## src/rtl/modexp_ctrl.sv

```systemverilog
// Modular exponentiation sequencer. Computes base^exponent mod modulus with a
// right-to-left square-and-multiply loop, driving one external modmult unit.
// R is the running product, B the running square, E the remaining exponent.
//
// Handshakes:
//   requester: start is taken only in IDLE (the cycle after done counts as
//   IDLE); busy covers every cycle from the one after accept up to but not
//   including the single done cycle; result/err are valid with done and
//   held until overwritten by the next job.
//   multiplier: mm_ds is raised for exactly one cycle, and only in a cycle
//   where mm_ready is high; the product is taken on the first edge where
//   mm_ready is high again after having been seen low.
module modexp_ctrl #(
    parameter int MPWID = 32
) (
    input  logic             clk,
    input  logic             reset,
    input  logic             start,
    input  logic [MPWID-1:0] base,
    input  logic [MPWID-1:0] exponent,
    input  logic [MPWID-1:0] modulus,
    output logic             busy,
    output logic             done,
    output logic [MPWID-1:0] result,
    output logic             err,
    output logic [7:0]       mm_ops,
    output logic [MPWID-1:0] mm_mpand,
    output logic [MPWID-1:0] mm_mplier,
    output logic [MPWID-1:0] mm_modulus,
    output logic             mm_ds,
    input  logic             mm_ready,
    input  logic [MPWID-1:0] mm_product,
    output logic [2:0]       dbg_state
);

    typedef enum logic [2:0] {
        S_IDLE    = 3'd0,
        S_CHECK   = 3'd1,
        S_ISSUE   = 3'd2,
        S_WAIT_LO = 3'd3,
        S_WAIT_HI = 3'd4,
        S_DONE    = 3'd5
    } state_t;

    localparam logic [MPWID-1:0] ONE = {{(MPWID-1){1'b0}}, 1'b1};

    state_t           r_state;
    state_t           w_next;
    logic [MPWID-1:0] r_r;
    logic [MPWID-1:0] r_b;
    logic [MPWID-1:0] r_e;
    logic [MPWID-1:0] r_mod;
    logic             r_op_sqr;
    logic [7:0]       r_ops;
    logic [MPWID-1:0] r_result;
    logic             r_err;
    logic             w_bad;
    logic             w_e_last;

    // B never reaches the modulus once the first check passes, so the
    // operand check is safe to repeat on every loop pass.
    assign w_bad    = (r_mod == '0) || (r_b >= r_mod);
    // After the current multiply no exponent bits remain: skip the square.
    assign w_e_last = (r_e[MPWID-1:1] == '0);

    assign result     = r_result;
    assign err        = r_err;
    assign mm_ops     = r_ops;
    assign mm_mpand   = r_op_sqr ? r_b : r_r;
    assign mm_mplier  = r_b;
    assign mm_modulus = r_mod;
    assign dbg_state  = r_state;

    // State register.
    always_ff @(posedge clk) begin
        if (!reset) begin
            r_state <= S_IDLE;
        end else begin
            r_state <= w_next;
        end
    end

    // Next-state decision for the loop and the per-operation handshake.
    always_comb begin
        w_next = r_state;
        case (r_state)
            S_IDLE: begin
                if (start) w_next = S_CHECK;
            end
            S_CHECK: begin
                if (w_bad || (r_e == '0)) w_next = S_DONE;
                else                      w_next = S_ISSUE;
            end
            S_ISSUE: begin
                if (mm_ready) w_next = S_WAIT_LO;
            end
            S_WAIT_LO: begin
                if (!mm_ready) w_next = S_WAIT_HI;
            end
            S_WAIT_HI: begin
                if (mm_ready) begin
                    if (r_op_sqr)      w_next = S_CHECK;
                    else if (w_e_last) w_next = S_DONE;
                    else               w_next = S_ISSUE;
                end
            end
            S_DONE: begin
                w_next = S_IDLE;
            end
            default: begin
                w_next = S_IDLE;
            end
        endcase
    end

    // Requester and multiplier strobes decoded from the current state.
    always_comb begin
        busy  = 1'b0;
        done  = 1'b0;
        mm_ds = 1'b0;
        case (r_state)
            S_IDLE:  busy = 1'b0;
            S_DONE:  done = 1'b1;
            S_ISSUE: begin
                busy  = 1'b1;
                mm_ds = mm_ready;
            end
            default: busy = 1'b1;
        endcase
    end

    // Operand latching, loop registers, op counter and result capture.
    always_ff @(posedge clk) begin
        if (!reset) begin
            r_r      <= '0;
            r_b      <= '0;
            r_e      <= '0;
            r_mod    <= '0;
            r_op_sqr <= 1'b0;
            r_ops    <= 8'd0;
            r_result <= '0;
            r_err    <= 1'b0;
        end else begin
            case (r_state)
                S_IDLE: begin
                    if (start) begin
                        r_b   <= base;
                        r_e   <= exponent;
                        r_mod <= modulus;
                        r_r   <= (modulus == ONE) ? '0 : ONE;
                        r_ops <= 8'd0;
                        r_err <= 1'b0;
                    end
                end
                S_CHECK: begin
                    if (w_bad) begin
                        r_err    <= 1'b1;
                        r_result <= '0;
                    end else if (r_e == '0) begin
                        r_result <= r_r;
                    end else begin
                        r_op_sqr <= ~r_e[0];
                    end
                end
                S_ISSUE: begin
                    if (mm_ready && (r_ops != 8'hFF)) r_ops <= r_ops + 8'd1;
                end
                S_WAIT_HI: begin
                    if (mm_ready) begin
                        if (r_op_sqr) begin
                            r_b <= mm_product;
                            r_e <= r_e >> 1;
                        end else begin
                            r_r <= mm_product;
                            if (w_e_last) r_result <= mm_product;
                            else          r_op_sqr <= 1'b1;
                        end
                    end
                end
                default: begin
                end
            endcase
        end
    end

endmodule

```

## config.mk

```make
export PLATFORM = sky130hd
export DESIGN_NAME = modexp_ctrl
export DESIGN_NICKNAME = d
export VERILOG_FILES = /design/src/rtl/modexp_ctrl.sv
export SDC_FILE = /design/constraint.sdc
export NUM_CORES = 1
export LEC_CHECK = 0
export CAP_MARGIN = 20
export CORE_MARGIN = 2
export CORE_UTILIZATION = 49
export CTS_BUF_LIST = sky130_fd_sc_hd__clkbuf_16
export CTS_CLUSTER_DIAMETER = 60
export DETAILED_ROUTE_END_ITERATION = 6
export HOLD_SLACK_MARGIN = 0.05
export PLACE_DENSITY = 0.79
export SLEW_MARGIN = 20
export SYNTH_ARGS = -nofsm -noshare
export SYNTH_HDL_FRONTEND = slang
export SYNTH_SLANG_ARGS = --single-unit
```

## constraint.sdc

```tcl
create_clock -name clk -period 3.5 [get_ports clk]
set_clock_uncertainty 0.15 [all_clocks]
set_input_delay 0.7 -clock clk [delete_from_list [all_inputs] [get_ports clk]]
set_output_delay 0.7 -clock clk [all_outputs]
set_load 0.01 [all_outputs]
```

==> run_results.csv <==
group,metric,value,unit
setup_path,reg2reg_slack,0.45,ns
global_routing,overflow,0,
placed_design,hpwl,23300,um
yosys,avgSynthCellArea,7.99,um^2
die,coreArea,19500,um^2
sta,report.final.slew_viol_count,0,
detailed_routing,totalWireLength,32700,um
setup_path,startpoint_type,"register",
final_layout,area.growth.synth_to_final,35.4,%
placed_design,placed_area,12700,um^2
clocking,cts_tree,"built",
yosys,yosysUniqueCellTypes,61,
global_routing,antenna_found_initial,1,
clocking,numCtsBuffers,17,
detailed_routing,postRouteAntennaNets,0,
yosys,ys_seq_area_share,35.3,%
power_and_ir_drop,power.total,0.00909,W
clocking,clk_latency,0.43,ns
clocking,cts_resized,0,
die,start_util,50.3,%
detailed_routing,drt_iter0_markers,1083,
detailed_routing,drcViolationCount,0,
final_layout,nets,1603,
power_and_ir_drop,pwr-share-comb,48.7,%
sta,setup_ws,0.454,ns
setup_path,endpoint_kind,"register",
placed_design,placement.io_buffers,274,
run_status,outcome,"finished, final reports clean",
yosys,synth_area,9810,um^2
power_and_ir_drop,pwr-share-clk,20.3,%
die,io_pins,275,
sta,rsz0062_at_grt,"false",
clocking,clockBufferDepth,2,
sta,period_minus_slack,3.05,ns
final_layout,fillCellCount,1663,
setup_path,worstReg2RegStart,"mm_modulus[27]$_SDFFE_PN0P_",
run,cap_violations,0,
global_routing,grtUsageTotal,30.1,%
yosys,yosys_warnings,0,
detailed_routing,num_vias,9897,
yosys,syn_inst,1228,
power_and_ir_drop,seqPwrFrac,31.0,%
yosys,ys_ff_latch,173,
die,rows,51,
final_layout,finalNonFillerCells,1717,
yosys,synth_ff_type,"dfxtp_1",
clocking,clock-sinks,173,
worst_hold_path,hold_class,"reg -> reg",
die,die-area,21200,um^2
clocking,cts_setup_buffers,0,
final_layout,drive_above_1_share,8.96,%
die,die-width,146,um
sta,max_freq,328,MHz
setup_path,r2r-end,"result[0]$_SDFFE_PN0P_",
global_routing,grt_pass1_wl,51400,um
detailed_routing,viasPerCell,5.76,
setup_path,crit_fanout,32,
setup_path,reg2regPathDepth,8,
detailed_routing,drt_pre_antenna_iters,6,
power_and_ir_drop,switching_share,42.8,%
yosys,syn_nets,1393,
yosys,synth_enable_flop_cells,0,
final_layout,fin_area,13300,um^2
die,die_h,146,um
placed_design,place_congestion,0.916,
global_routing,grt_max_degree,128,
power_and_ir_drop,switchingPower,0.00390,W
power_and_ir_drop,power.leakage,5.48,nW
clocking,htree_levels,4,
placed_design,pre_cts_slack,0.303,ns
detailed_routing,detail_route.wl_per_cell,19.1,um
global_routing,first_global_vias,9114,
sta,layout_worst_path_cycle_share,87.0,%
final_layout,regArea,3460,um^2
sta,hold_violations,0,
sta,tns,0,ns
yosys,synthArstFlopShare,0,%
power_and_ir_drop,p_int,0.00520,W
setup_path,worstSetupPathType,"reg -> reg",
placed_design,dpl.cell_count,1684,
clocking,ctsHoldBuffers,0,
final_layout,multiInputGateArea,5830,um^2
setup_path,endpoint,"result[0]$_SDFFE_PN0P_",
sta,worst_slew_pin_slew,0.769,ns
clocking,cts_root_buffer,"clkbuf_16",
setup_path,critPathArrivalTime,3.19,ns
setup_path,critPathLaunch,"mm_modulus[27]$_SDFFE_PN0P_",
power_and_ir_drop,peakVddDrop,0.389,mV
sta,setup_viol,0,
setup_path,critPathRequiredTime,3.64,ns
power_and_ir_drop,powerDensity,685,nW/um^2
clocking,path_clk_slew,0.07,ns
sta,slew_headroom,48.8,%
[metrics by stage]
stage	hold WS, ns	util [%]
after floorplan	0.304	-
after global placement	0.321	65.1
after detailed placement	0.323	65.1
after CTS	0.340	68.0
after global routing	0.357	68.0
final	0.338	68.0
[cells by family (layout without fill, tap and decap cells)]
| group | after synthesis | count (layout) | synth area share (%) |
|---|---|---|---|
| other | 0 | 1 | 0 |
| muxes | 32 | 32 | 3.67 |
| adders and majority gates | 33 | 33 | 4.21 |
| buffers and inverters | 142 | 365 | 6.02 |
| xor gates and xnor gates | 4 | 4 | 0.357 |
| DFF | 173 | 173 | 35.3 |
| AOI/OAI and AO/OA | 358 | 358 | 28.7 |
| and+or+nand+nor | 486 | 486 | 21.7 |
[cells in the mapped netlist (all sizes together) (2+ instances only)]
cell | number | area, um^2
ha | 33 | 413
o31ai | 2 | 20.0
a21oi | 54 | 270
a21boi | 66 | 495
nor2b | 3 | 18.8
o211a | 64 | 641
nand3b | 2 | 15.0
o21bai | 2 | 15.0
or3 | 3 | 18.8
nor3 | 4 | 20.0
a21o | 35 | 263
dfxtp | 173 | 3460
nand4 | 13 | 81.3
nand2 | 308 | 1160
o21ai | 45 | 338
and3 | 33 | 206
o21a | 4 | 30.0
inv | 36 | 135
buf | 20 | 133
nor4 | 22 | 138
a31o | 2 | 17.5
and2 | 4 | 25.0
o41a | 32 | 360
mux2 | 32 | 360
nor4b | 2 | 23.8
clkbuf | 86 | 323
and4 | 3 | 26.3
a31oi | 35 | 219
o22ai | 2 | 12.5
xor2 | 3 | 26.3
nor2 | 47 | 176
nand3 | 35 | 175
nand2b | 3 | 18.8
[area by class of cell]
type                            instances  area share, %
Clock inverter                         15           1.05
Multi-Input combinational cell        913           43.9
Clock buffer                           17           3.20
Inverter                               36           1.02
Sequential cell                       173           26.1
Antenna cell                            1         0.0188
Tap cell                              265           2.50
Timing Repair Buffer                  297           22.2
[power groups by stage]
stage,clock network [W],logic [W],registers [W]
after floorplan,0,0.00259,0.00284
after global placement,0,0.00427,0.00283
after detailed placement,0,0.00433,0.00285
after CTS,0.00186,0.00438,0.00281
after global routing,0.00194,0.00478,0.00288
final,0.00185,0.00443,0.00282
[layout by cell type, fill, tap and decap left out, types with 2 or more instances in the layout]
master and count:
or3_1 3, o41a_1 32, nand4_1 13, inv_1 36, clkinvlp_4 2, clkdlybuf4s50_1 273
mux2_2 32, o21bai_1 2, clkbuf_16 17, a31oi_1 35, nand3_1 35, nor2_2 2
and3_1 33, xor2_1 3, nor2_1 45, buf_12 3, nand3b_1 2, a21oi_1 54
nor2b_1 3, o21ai_1 2, nand2b_1 3, and2_1 4, nand2_1 307, dfxtp_1 172
nor4_1 22, o21ai_0 12, nor3_1 4, o21a_1 4, clkinv_4 6, o21ai_2 31
and4_1 3, a21boi_0 65, o211a_1 64, a21o_1 35, inv_6 2, ha_1 33
clkinv_2 2, buf_4 21
[worst max-delay path, cell delays in order, from the launching register on]
cell	delay (ns)
dfxtp_1	0.39
inv_1	0.07
ha_1	0.31
a21o_1	0.19
a21oi_1	0.16
o221ai_1	0.27
a2111oi_1	0.54
a31o_4	0.65
o21ai_1	0.15
[layer usage]
metal / routed length (um) / vias up / global-route usage [%]
met5: 0 / - / 0
met4: 557 / 0 / 8.48
met3: 2610 / 35 / 6.14
met2: 14600 / 435 / 45.7
met1: 14900 / 4631 / 43.4
li1: - / 4796 / -
[registers in the layout (all words and copies together) (netlist names)]
signal	flops
mm_mplier	32
r_op_sqr	1
r_e	32
result	32
mm_modulus	32
mm_ops	8
err	1
r_r	32
dbg_state	3
[how the worst min path moves through the flow]
stage                          from                   end  slack, ns  depth (start not counted)
6_report           err$_SDFFE_PN0P_      err$_SDFFE_PN0P_       0.34                          1
5_1_grt         r_r[7]$_SDFFE_PN0P_   r_r[7]$_SDFFE_PN0P_       0.36                          2
4_1_cts        r_r[26]$_SDFFE_PN0P_  r_r[26]$_SDFFE_PN0P_       0.34                          2
3_5_place_dp       err$_SDFFE_PN0P_      err$_SDFFE_PN0P_       0.32                          1
3_3_place_gp   r_r[14]$_SDFFE_PN0P_  r_r[14]$_SDFFE_PN0P_       0.32                          2
2_1_floorplan  r_r[10]$_SDFFE_PN0P_  r_r[10]$_SDFFE_PN0P_       0.30                          2
Note: power is estimated with default switching activity, not from simulation.
